## src/rtl/divider_prog.sv

```systemverilog
// divider_prog: programmable clock divider that reloads its divisor only at a period boundary.
// Square-wave output is compiled in only when DIVIDER_SQUARE_EN is defined.
module divider_prog #(
    parameter int W = 24,
    parameter int M = 12_000_000
) (
    input  logic         clk,
    input  logic         rstn,
    input  logic         en,
    input  logic         load,
    input  logic [W-1:0] div_in,
    input  logic         mode,
    output logic         clk_out,
    output logic         busy,
    output logic         ack
);

    localparam logic [W-1:0] DIV_RST = W'(M);
    localparam logic [W-1:0] DIV_MIN = W'(2);

    logic [W-1:0] cnt;
    logic [W-1:0] cnt_next;
    logic [W-1:0] div_act;
    logic [W-1:0] div_next;
    logic [W-1:0] div_pend;
    logic [W-1:0] pend_next;
    logic [W-1:0] div_clamp;
    logic         busy_next;
    logic         out_next;
    logic         wrap;
    logic         apply;
    logic         apply_q;

    assign div_clamp = (div_in < DIV_MIN) ? DIV_MIN : div_in;
    assign wrap      = en && (cnt == div_act - W'(1));

    // A pending divisor lands on a wrap, or immediately while counting is paused.
    assign apply     = busy && (wrap || !en);

    always_comb begin
        cnt_next  = cnt;
        div_next  = div_act;
        pend_next = div_pend;
        busy_next = busy;
        if (en) begin
            cnt_next = wrap ? '0 : cnt + W'(1);
        end
        if (load) begin
            pend_next = div_clamp;
        end
        if (apply) begin
            div_next  = load ? div_clamp : div_pend;
            cnt_next  = '0;
            busy_next = 1'b0;
        end else if (load) begin
            busy_next = 1'b1;
        end
    end

`ifdef DIVIDER_SQUARE_EN
    always_comb begin
        out_next = wrap;
        if (mode) begin
            out_next = en ? (cnt_next < (div_next >> 1)) : clk_out;
        end
    end
`else
    logic mode_unused;
    assign mode_unused = mode;

    always_comb begin
        out_next = wrap;
    end
`endif

    always_ff @(posedge clk or negedge rstn) begin
        if (!rstn) begin
            cnt      <= '0;
            div_act  <= DIV_RST;
            div_pend <= DIV_RST;
            busy     <= 1'b0;
            apply_q  <= 1'b0;
            ack      <= 1'b0;
            clk_out  <= 1'b0;
        end else begin
            cnt      <= cnt_next;
            div_act  <= div_next;
            div_pend <= pend_next;
            busy     <= busy_next;
            apply_q  <= apply;
            ack      <= apply_q;
            clk_out  <= out_next;
        end
    end

endmodule

```

## config.mk

```make
export PLATFORM = sky130hd
export DESIGN_NAME = divider_prog
export DESIGN_NICKNAME = d
export VERILOG_FILES = /design/src/rtl/divider_prog.sv
export SDC_FILE = /design/constraint.sdc
export NUM_CORES = 1
export LEC_CHECK = 0
export BUFFER_PORTS_ARGS = -buffer_cell sky130_fd_sc_hd__clkbuf_2
export CELL_PAD_IN_SITES_DETAIL_PLACEMENT = 1
export CELL_PAD_IN_SITES_GLOBAL_PLACEMENT = 1
export CORE_MARGIN = 4
export CORE_UTILIZATION = 24
export DETAILED_ROUTE_END_ITERATION = 10
export HOLD_SLACK_MARGIN = 0.12
export PLACE_DENSITY_LB_ADDON = 0.1
export SKIP_LAST_GASP = 1
export SLEW_MARGIN = 15
export SYNTH_ARGS = -nofsm -noshare
export SYNTH_HDL_FRONTEND = slang
export SYNTH_SLANG_ARGS = --single-unit
```

## constraint.sdc

```tcl
create_clock -name clk -period 4 [get_ports clk]
set_input_delay 0.8 -clock clk [delete_from_list [all_inputs] [get_ports clk]]
set_output_delay 0.8 -clock clk [all_outputs]
set_load 0.05 [all_outputs]
```

==> metrics.md, run 1 <==
| Metric | Value |
|---|---|
| Synth top area cells | dfrtp_1, dfstp_2, mux2_2 |
| Post_cts resized | 0 |
| Starting Density | 24.33% |
| CTS root buf | clkbuf_16 |
| DR WL/cell | 17.44 µm |
| Post-Synthesis Cells | 388 |
| Final clock period utilization by the worst path | a little under nine tenths |
| Rows | 48 |
| Buffer levels on the longest clock path | 2 |
| Synth Net Count | between 400 and 500 |
| Placed cells | 634 |
| Setup TNS | 0 ns |
| Initial antenna violation count | 0 |
| Fin. max-slew vios | 0 |
| Area growth syn-to-layout | 18.08% |
| EDFF count, synth | 0 |
| Ys Warns | 0 |
| Synth top area share | around a third |
| Fin cells | 650 |
| HPWL after DPL | 8.331 mm |
| Hold Path Class | flip-flop to flip-flop |
| Fmax | roughly 290 MHz |
| Pleak | roughly 0.0020 µW |
| # hold bufs at CTS | 0 |
| DR pass1 iterations | 4 |
| Worst slew margin | 32.48% |
| Count leader, synth | dfrtp_1 |
| Largest net degree at the start of global routing | 77 |
| Min Tclk post-route | 3.427 ns |
| Outcome | finished, final reports clean |
| Final Hold Vio Count | 0 |
| Post-CTS setup buffer count | 0 |
| Clock latency on the worst-skew pair | 0.35 ns |
| Max Cap Viol | 0 |
| DIE HEIGHT | around 140 µm |
| TritonCTS clock tree | yes |
| Die Area | between 15000 and 20000 µm² |
| Crit path max fanout | 25 |
| Setup Crit Path Kind | flip-flop to flip-flop |
| Async set-reset flop share out of synthesis | 100.0% |
| Clock Sinks | 76 |
| IO Port Bufs | 30 |
| Cell Pwr Density | approximately 500 nW/µm² |
| Core area | ~17000 µm² |
| GP Congestion | approximately 0.76 |
| Worst-path clk slew | 0.06 ns |
| Diode count | 0 |
| Setup-failing EPs final | 0 |
| Clock skew | between 0.009 and 0.01 ns |
| Global route total overflow | 0 |
| Worst slew pin tran | around 1.0 ns |
| Peak supply drop | about 220 µV |
| Vias in the first global route | ~3300 |
| DRC viols | 0 |
| Cell area after synthesis | approximately 4200 µm² |
| RSZ-0062 raised after global routing | false |
| WP data arrival | about 3.7 ns |
| H-tree lvl count | 3 |
| Most frequent cells after synthesis | dfrtp_1, nor2_1, mux2_2, nand2_1, nand3_1 |
| # IOs | 32 |
| Global-route wire length before repair | ~19 mm |
| Nets | about 450 |
| Layout cell share with drive strength beyond 1 | 29.18% |
| Share of the yosys chip area belonging to registers | 45.94% |
| Synth cell types | 56 |
| Worst EP required | ~4.2 ns |
| Starting DRT DRC Count | around 160 |
| Primary FF master, synth | dfrtp_1 |
| Gr usage total | about 12% |
| Critical Path End Type | flip-flop |
| CTS Buf Count | 9 |
| Antenna Nets Post-Route | 0 |
| Avg Vias per Cell | ~4.8 |
| Via Count | just over 3000 |
| Die W | 140.2 µm |
| CP startpoint kind | flip-flop |
| Synth area leader | dfrtp_1 |
| Routed WL | ~11 mm |
| Flops & latches, synth | 76 |
| Post-Syn Area per Cell | between 10 and 15 µm² |
==> power by group <==
part	internal [µW]	switching [µW]
registers	889	143
clock network	600	349
logic	232	218
==> cells by family (layout without fill, tap and decap cells) <==
kind of cell / count (synthesis) / in the layout / synth area share, %
AO/OA/AOI/OAI: 48 / 48 / 8.115
multiplexers: 48 / 48 / 14.59
flip-flops: 76 / 76 / 45.94
XOR/XNOR: 39 / 39 / 8.144
buffers and inverters: 26 / 63 / 2.923
AND/OR/NAND/NOR: 149 / 149 / 19.69
adder cells (fa/ha/maj): 2 / 2 / 0.5966
==> placed cells by master (no fill, tap or decap), types with 3 or more instances in the layout <==
master     synthesis  routed
xor2_1            17      17
dfstp_2           20      20
o22ai_1            3       3
or3_1              6       6
inv_1             12      12
or4_1              5       5
a21oi_1            8       8
mux2_4            19      19
xnor2_1           22      22
nand2b_1           6       6
buf_4              0       5
nor3_1             9       9
mux2_2            27      27
dfrtp_1           56      56
nor2b_1            4       4
nor2_1            34      34
nand4_1           12      12
nand2_1           23      23
a31oi_1            3       3
nand3_1           23      23
nor4_1             7       7
o21ai_0           10      10
o311ai_0           5       5
nand4b_1           3       3
clkbuf_16          0      12
and3_1             4       4
clkbuf_2           0      29
==> per-layer routing <==
metal	global-route usage, %	vias up	wire length [µm]
met2	18.27	35	5171
met1	17.88	1581	5688
met4	4.895	0	206
met5	0	-	0
li1	-	1479	-
met3	2.083	12	266
==> flip-flops by register name, indices dropped and copies added (netlist names) <==
signal / cells
ack: 1
cnt: 24
clk_out: 1
div_act: 24
div_pend: 24
apply_q: 1
busy: 1
==> critical path, cell delays in order (launching register included) <==
cell      delay [ns]
dfrtp_1         0.48
nor4_1          0.56
nand4b_1        0.38
nand4_1         0.22
o31ai_1         0.08
or4_1           0.59
and3_2          0.23
o21ai_4         0.15
buf_12          0.23
mux2_2          0.35
==> cell type report <==
class,count,area [µm²]
fillers,1917,12280
repair buffers,35,202.7
clock inverters,3,47.55
multi-input cells,286,2145
clock buffers,13,304.0
inverters,12,45.04
flip-flops and latches,76,1927
well taps,225,281.5
==> metrics by stage <==
step           cell area [µm²]  utilization (%)  power, µW  hold WS [ns]  setup slack [ns]
6_report                  4952            28.73       2431        0.3575            0.5728
5_1_grt                   4952            28.73       2581        0.3623            0.3026
4_1_cts                   4952            28.73       2477        0.3623            0.5240
3_5_place_dp              4601            26.69       1505        0.3475            0.5472
3_3_place_gp              4601            26.69       1489        0.3325            0.6013
2_1_floorplan             4194                -       1347        0.3312            0.9867
==> path summary, 6_finish.rpt <==
kind                               end        from  depth (start not counted)  slack (ns)
max                         div_act[3]  div_act[7]                          9        0.57
min                                ack     apply_q                          0        0.36
max reg2reg                 div_act[3]  div_act[7]                          9        0.57
min reg2reg                        ack     apply_q                          0        0.36
max in group asynchronous  div_act[22]        rstn                          1        2.72
min in group asynchronous       cnt[2]        rstn                          1        0.62
(Power assumes the default switching activity.)
==> run 2, diff against run 1 <==
REMOVE_ABC_BUFFERS = 1   (was not set)
==> metrics.md, run 2 (synthesis gave the netlist of run 1 again) <==
| Metric | Value |
|---|---|
| Peak supply drop | 182.5 µV |
| DR pass1 iterations | 4 |
| Nets | 450 |
| Slowest cell on crit path | or4_1 |
| Critical Path End Type | flip-flop |
| Cell Pwr Density | a little under 500 nW/µm² |
| R2R setup slack | roughly 0.60 ns |
| Crit-path max cell delay | about 0.59 ns |
| Setup Crit Path Kind | flip-flop to flip-flop |
| Setup-failing EPs final | 0 |
| Outcome | finished, final reports clean |
| Layout cell share with drive strength beyond 1 | 29.01% |
| FF-to-FF path depth | 9 |
| Fmax | a little under 300 MHz |
| Setup TNS | 0 ns |
| CTS Buf Count | 9 |
| Max Cap Viol | 0 |
| IO Port Bufs | 30 |
| RSZ-0062 raised after global routing | false |
| Avg Vias per Cell | approximately 4.8 |
| Hold Path Class | flip-flop to flip-flop |
| Buffer levels on the longest clock path | 2 |
| TritonCTS clock tree | yes |
| Worst reg2reg endpoint | div_act[3] |
| Starting Density | 24.33% |
| # IOs | 32 |
| Fin. max-slew vios | 0 |
| Final clock period utilization by the worst path | 84.88% |
| Placed cells | 633 |
| Area growth syn-to-layout | 17.09% |
| Most frequent cells in the layout | dfrtp_1, nor2_1, clkbuf_2, mux2_2 |
| Global route total overflow | 0 |
| RR Startpoint | div_act[7] |
| Largest net degree at the start of global routing | 77 |
| Largest registers | cnt (24), div_act (24), div_pend (24) |
| Min Tclk post-route | 3.395 ns |
| HPWL after DPL | between 8 and 9 mm |
| Initial antenna violation count | 0 |
| GP Congestion | around 0.77 |
| Gr usage total | about 12% |
| DIE HEIGHT | around 140 µm |
| Routed WL | between 10 and 15 mm |
| Worst-path clk slew | around 0.06 ns |
| Die Area | a little under 20000 µm² |
| Commonest non-fill, non-tap cell in the layout | dfrtp_1 |
| Die W | 140.2 µm |
| Post_cts resized | 0 |
| CP startpoint kind | flip-flop |
| Clock Sinks | 76 |
| Diode count | 0 |
| Starting DRT DRC Count | between 100 and 150 |
| H-tree lvl count | 3 |
| Worst Hold Depth | 0 |
| Via Count | ~3100 |
| Worst-path cell chain | nor4_1 > nand4b_1 > nand4_1 > o31ai_1 > or4_1 > and3_2 > o21ai_4 > buf_12 > mux2_2 |
| DRC viols | 0 |
| DR WL/cell | ~18 µm |
| Worst EP required | between 4 and 5 ns |
| Post-CTS setup buffer count | 0 |
| WP data arrival | 3.62 ns |
| Worst slew pin tran | about 1.0 ns |
| Pleak | between 0.0015 and 0.002 µW |
| Vias in the first global route | approximately 3400 |
| Worst hold endpoint | ack |
| Antenna Nets Post-Route | 0 |
| Worst slew margin | a little under a third |
| Rows | 48 |
| Fin cells | about 650 |
| Clock skew | approximately 0.0055 ns |
| CTS root buf | clkbuf_16 |
| # hold bufs at CTS | 0 |
| Clock latency on the worst-skew pair | between 0.3 and 0.4 ns |
| Final Hold Vio Count | 0 |
| Global-route wire length before repair | 19.29 mm |
| HP Start | apply_q |
| Core area | between 15000 and 20000 µm² |
| Crit path max fanout | 25 |
[run 2: cell types whose count changed in the layout (fill, tap and decap cells not counted), sizes merged]
| cell | before | now |
|---|---|---|
| bufinv | 1 | 2 |
| clkinvlp | 0 | 2 |
| buf | 6 | 5 |
| clkbuf | 42 | 39 |
[run 2: layout make-up]
class,instances,area [µm²]
Sequential cell,76,1927
Tap cell,225,281.5
Timing Repair Buffer,34,195.2
Fill cell,1950,12330
Inverter,12,45.04
Clock buffer,10,229.0
Multi-Input combinational cell,286,2145
Clock inverter,6,88.84
[run 2: critical path, delay by kind of cell (launching register included)]
family | cells | cell delay, ns
DFF | 1 | 0.48
AOI/OAI and AO/OA | 2 | 0.24
and+or+nand+nor | 5 | 1.94
muxes | 1 | 0.36
buffers and inverters | 1 | 0.24
[run 2: report_power, final]
| group | total (µW) | switching (µW) | internal [µW] |
|---|---|---|---|
| logic | 450 | 218 | 232 |
| registers | 1030 | 140 | 889 |
| clock network | 879 | 333 | 547 |
[run 2: how the worst max path moves through the flow]
stage | endpoint | slack [ns] | from
2_1_floorplan | div_act[0] | 0.40 | div_act[5]
3_3_place_gp | div_act[3] | 0.64 | div_act[7]
3_5_place_dp | div_act[3] | 0.58 | div_act[7]
4_1_cts | div_act[3] | 0.56 | div_act[7]
5_1_grt | div_act[0] | 0.26 | div_act[7]
6_report | div_act[3] | 0.60 | div_act[7]
[run 2: per-layer routing]
layer / track usage [%] / routed length [µm]
met1: 17.44 / 5696
met5: 0 / 0
met4: 5.456 / 273
met2: 19.15 / 5143
met3: 1.912 / 270
[run 2: through the flow]
stage | area [µm²] | total power, µW | hold WS, ns | worst slack, ns | util (%)
floorplan | 4116 | 1330 | 0.3312 | 0.3997 | -
global placement | 4593 | 1490 | 0.3331 | 0.6424 | 26.65
detailed placement | 4593 | 1503 | 0.3358 | 0.5821 | 26.65
CTS | 4911 | 2402 | 0.3506 | 0.5640 | 28.49
global route | 4911 | 2515 | 0.3655 | 0.2560 | 28.49
finish | 4911 | 2359 | 0.3472 | 0.6046 | 28.49
==> run 3, diff against run 2 <==
ABC_AREA = 1   (was not set)
clock period = 2.8 ns   (was 4 ns; I/O delays follow)
==> metrics.md, run 3 <==
| Metric | Value |
|---|---|
| Share of the yosys chip area belonging to registers | 43.06% |
| Largest registers | cnt (24), div_act (24), div_pend (24) |
| Die Area | about 21000 µm² |
| Clock power share | a little over a third |
| EDFF count, synth | 0 |
| Largest net degree at the start of global routing | 41 |
| Slowest cell on crit path | dfrtp_1 |
| Synth top area share | between 30% and 40% |
| Synth cell types | 32 |
| Final clock period utilization by the worst path | 87.62% |
| Nets | between 600 and 700 |
| Most numerous cell on the critical path | nand2_1 |
| Clock latency on the worst-skew pair | roughly 0.34 ns |
| Cell-internal power | 2351 µW |
| Vias in the first global route | just over 4000 |
| Flop pwr share | between 40 and 50% |
| Final setup margin | between 0.3 and 0.4 ns |
| Clock Sinks | 76 |
| Cell Pwr Density | roughly 670 nW/µm² |
| DR pass1 iterations | 4 |
| Worst EP required | approximately 3.0 ns |
| Worst slew margin | ~55% |
| Setup-failing EPs final | 0 |
| Flops & latches, synth | 76 |
| Worst slew pin tran | just under 0.7 ns |
| H-tree lvl count | 3 |
| Area growth syn-to-layout | 17.62% |
| CTS Buf Count | 9 |
| Initial antenna violation count | 0 |
| # hold bufs at CTS | 0 |
| Comb pwr share | approximately a quarter |
| CP delay by family, top | simple AND/OR/NAND/NOR gates |
| Place WS | approximately 0.10 ns |
| Critical Path End Type | flip-flop |
| IO Port Bufs | 30 |
| GP Congestion | between 0.7 and 0.8 |
| Global-route wire length before repair | between 20 and 25 mm |
| Clock skew | 0.009107 ns |
| Crit-path max cell delay | 0.42 ns |
| Starting Density | between 20 and 25% |
| Layout cell share with drive strength beyond 1 | between 10% and 20% |
| Hold Path Class | primary input to asynchronous set/reset pin |
| HPWL after DPL | roughly 9.8 mm |
| Routed WL | ~13 mm |
| Peak supply drop | 281.8 µV |
| Switching Share | 33.25% |
| RSZ-0062 raised after global routing | false |
| Outcome | finished, final reports clean |
| Via Count | roughly 3800 |
| DR WL/cell | 15.28 µm |
| Diode count | 0 |
| Final Hold Vio Count | 0 |
| Max Cap Viol | 0 |
| CP bufs+invs | 2 |
| Primary FF master, synth | dfrtp_1 |
| WP data arrival | between 2 and 3 ns |
| Commonest non-fill, non-tap cell in the layout | nand2_1 |
| Core Util, Final | ~29% |
| # IOs | 32 |
| Fmax | between 400 and 500 MHz |
| Pleak | about 0.0024 µW |
| Rows | 49 |
| Synth top area cells | dfrtp_1, nand2_1, dfstp_2 |
| Async set-reset flop share out of synthesis | between 90% and 100% |
| Most frequent cells in the layout | nand2_1, nor2_1, nand3_1, dfrtp_1, inv_1 |
| Worst-path cell chain | inv_2 > ha_2 > nand3_4 > nor2_4 > xor2_1 > inv_1 > nor2_1 > nand3_1 > nor2_2 > nand2_2 > nand2_4 > nand2_8 > nand2_1 > nand2_1 |
| Worst-path clk slew | approximately 0.07 ns |
| Antenna Nets Post-Route | 0 |
| CP startpoint kind | flip-flop |
| Core area | roughly 18000 µm² |
| Starting DRT DRC Count | 137 |
| Fin. max-slew vios | 0 |
| DIE HEIGHT | roughly 140 µm |
| Gr usage total | 13.38% |
| Global route total overflow | 0 |
| DRC viols | 0 |
| Cell area after synthesis | between 4000 and 5000 µm² |
| CTS root buf | clkbuf_16 |
| Min Tclk post-route | 2.453 ns |
| Ys Warns | 0 |
| Net switching power | ~1200 µW |
| Post-Syn Area per Cell | a little under 8 µm² |
| Buffer levels on the longest clock path | 2 |
| Synth area leader | dfrtp_1 |
| TritonCTS clock tree | yes |
| Die W | between 100 and 150 µm |
| Post-Synthesis Cells | 570 |
| Crit path max fanout | 27 |
| Count leader, synth | nand2_1 |
| Setup Crit Path Kind | flip-flop to flip-flop |
| Avg Vias per Cell | ~4.5 |
| Most frequent cells after synthesis | nand2_1, nor2_1, nand3_1, dfrtp_1, inv_1 |
| Setup TNS | 0 ns |
## run 3: final timing paths
kind	startpoint	cells past startpoint	slack, ns	end
min	rstn	1	0.18	ack
max in group asynchronous	rstn	2	1.95	div_act[23]
min in group clk	apply_q	0	0.35	ack
min reg2reg	apply_q	0	0.35	ack
max reg2reg	div_act[0]	14	0.35	cnt[21]
max	div_act[0]	14	0.35	cnt[21]
## run 3: layer usage
metal / global-route usage, % / wire length (µm) / vias to the layer above
met2: 22.12 / 6139 / 29
li1: - / - / 1899
met4: 5.007 / 220 / 0
met1: 17.96 / 6256 / 1827
met5: 0 / 0 / -
met3: 1.587 / 171 / 11
## run 3: power groups by stage
stage | sequential, µW | clock [µW] | combinational, µW
after CTS | 1440 | 1280 | 859
after floorplan | 1420 | 0 | 598
after global placement | 1460 | 0 | 836
after detailed placement | 1460 | 0 | 854
final | 1440 | 1240 | 849
after global routing | 1470 | 1330 | 1000
## run 3: through the flow
| stage | cells | total power [µW] | cell area, µm² | hold WS [ns] |
|---|---|---|---|---|
| after CTS | 835 | 3585 | 5229 | 0.2020 |
| after floorplan | 550 | 2021 | 4363 | 0.2644 |
| after global routing | 837 | 3799 | 5263 | 0.2198 |
| after detailed placement | 819 | 2316 | 4915 | 0.3397 |
| after global placement | 819 | 2296 | 4915 | 0.3372 |
| final | 837 | 3523 | 5263 | 0.1800 |
## run 3: cell families (layout without fill, tap and decap cells)
logic type	Yosys count	after routing	share of synthesized area [%]
flops	76	76	43.06
simple gates	328	328	32.77
xor+xnor	37	37	7.243
buf+inv	75	113	7.103
fa+ha+maj	2	2	0.5592
compound gates	30	30	3.719
mux	22	22	5.537
## run 3: layout make-up
| cell class | count | area, µm² |
|---|---|---|
| clock inverter | 4 | 56.30 |
| multi-input combinational | 419 | 2248 |
| clock buffer | 12 | 257.7 |
| inverter | 55 | 206.4 |
| timing repair buffer | 42 | 280.3 |
| sequential | 76 | 1927 |
| tap | 229 | 286.5 |
| fill | 2190 | 12880 |
## run 3: worst reg2reg max path: cells and delay by family, from the launching register on
family	cells	cell delay [ns]
fa+ha+maj	1	0.25
flops	1	0.42
simple gates	10	1.33
xor+xnor	1	0.16
buf+inv	2	0.19
## run 3: what timing repair did
item,4_1_cts,5_1_grt
resized for setup,0,3
setup buffers,0,2
setup endpoints to repair,0,29
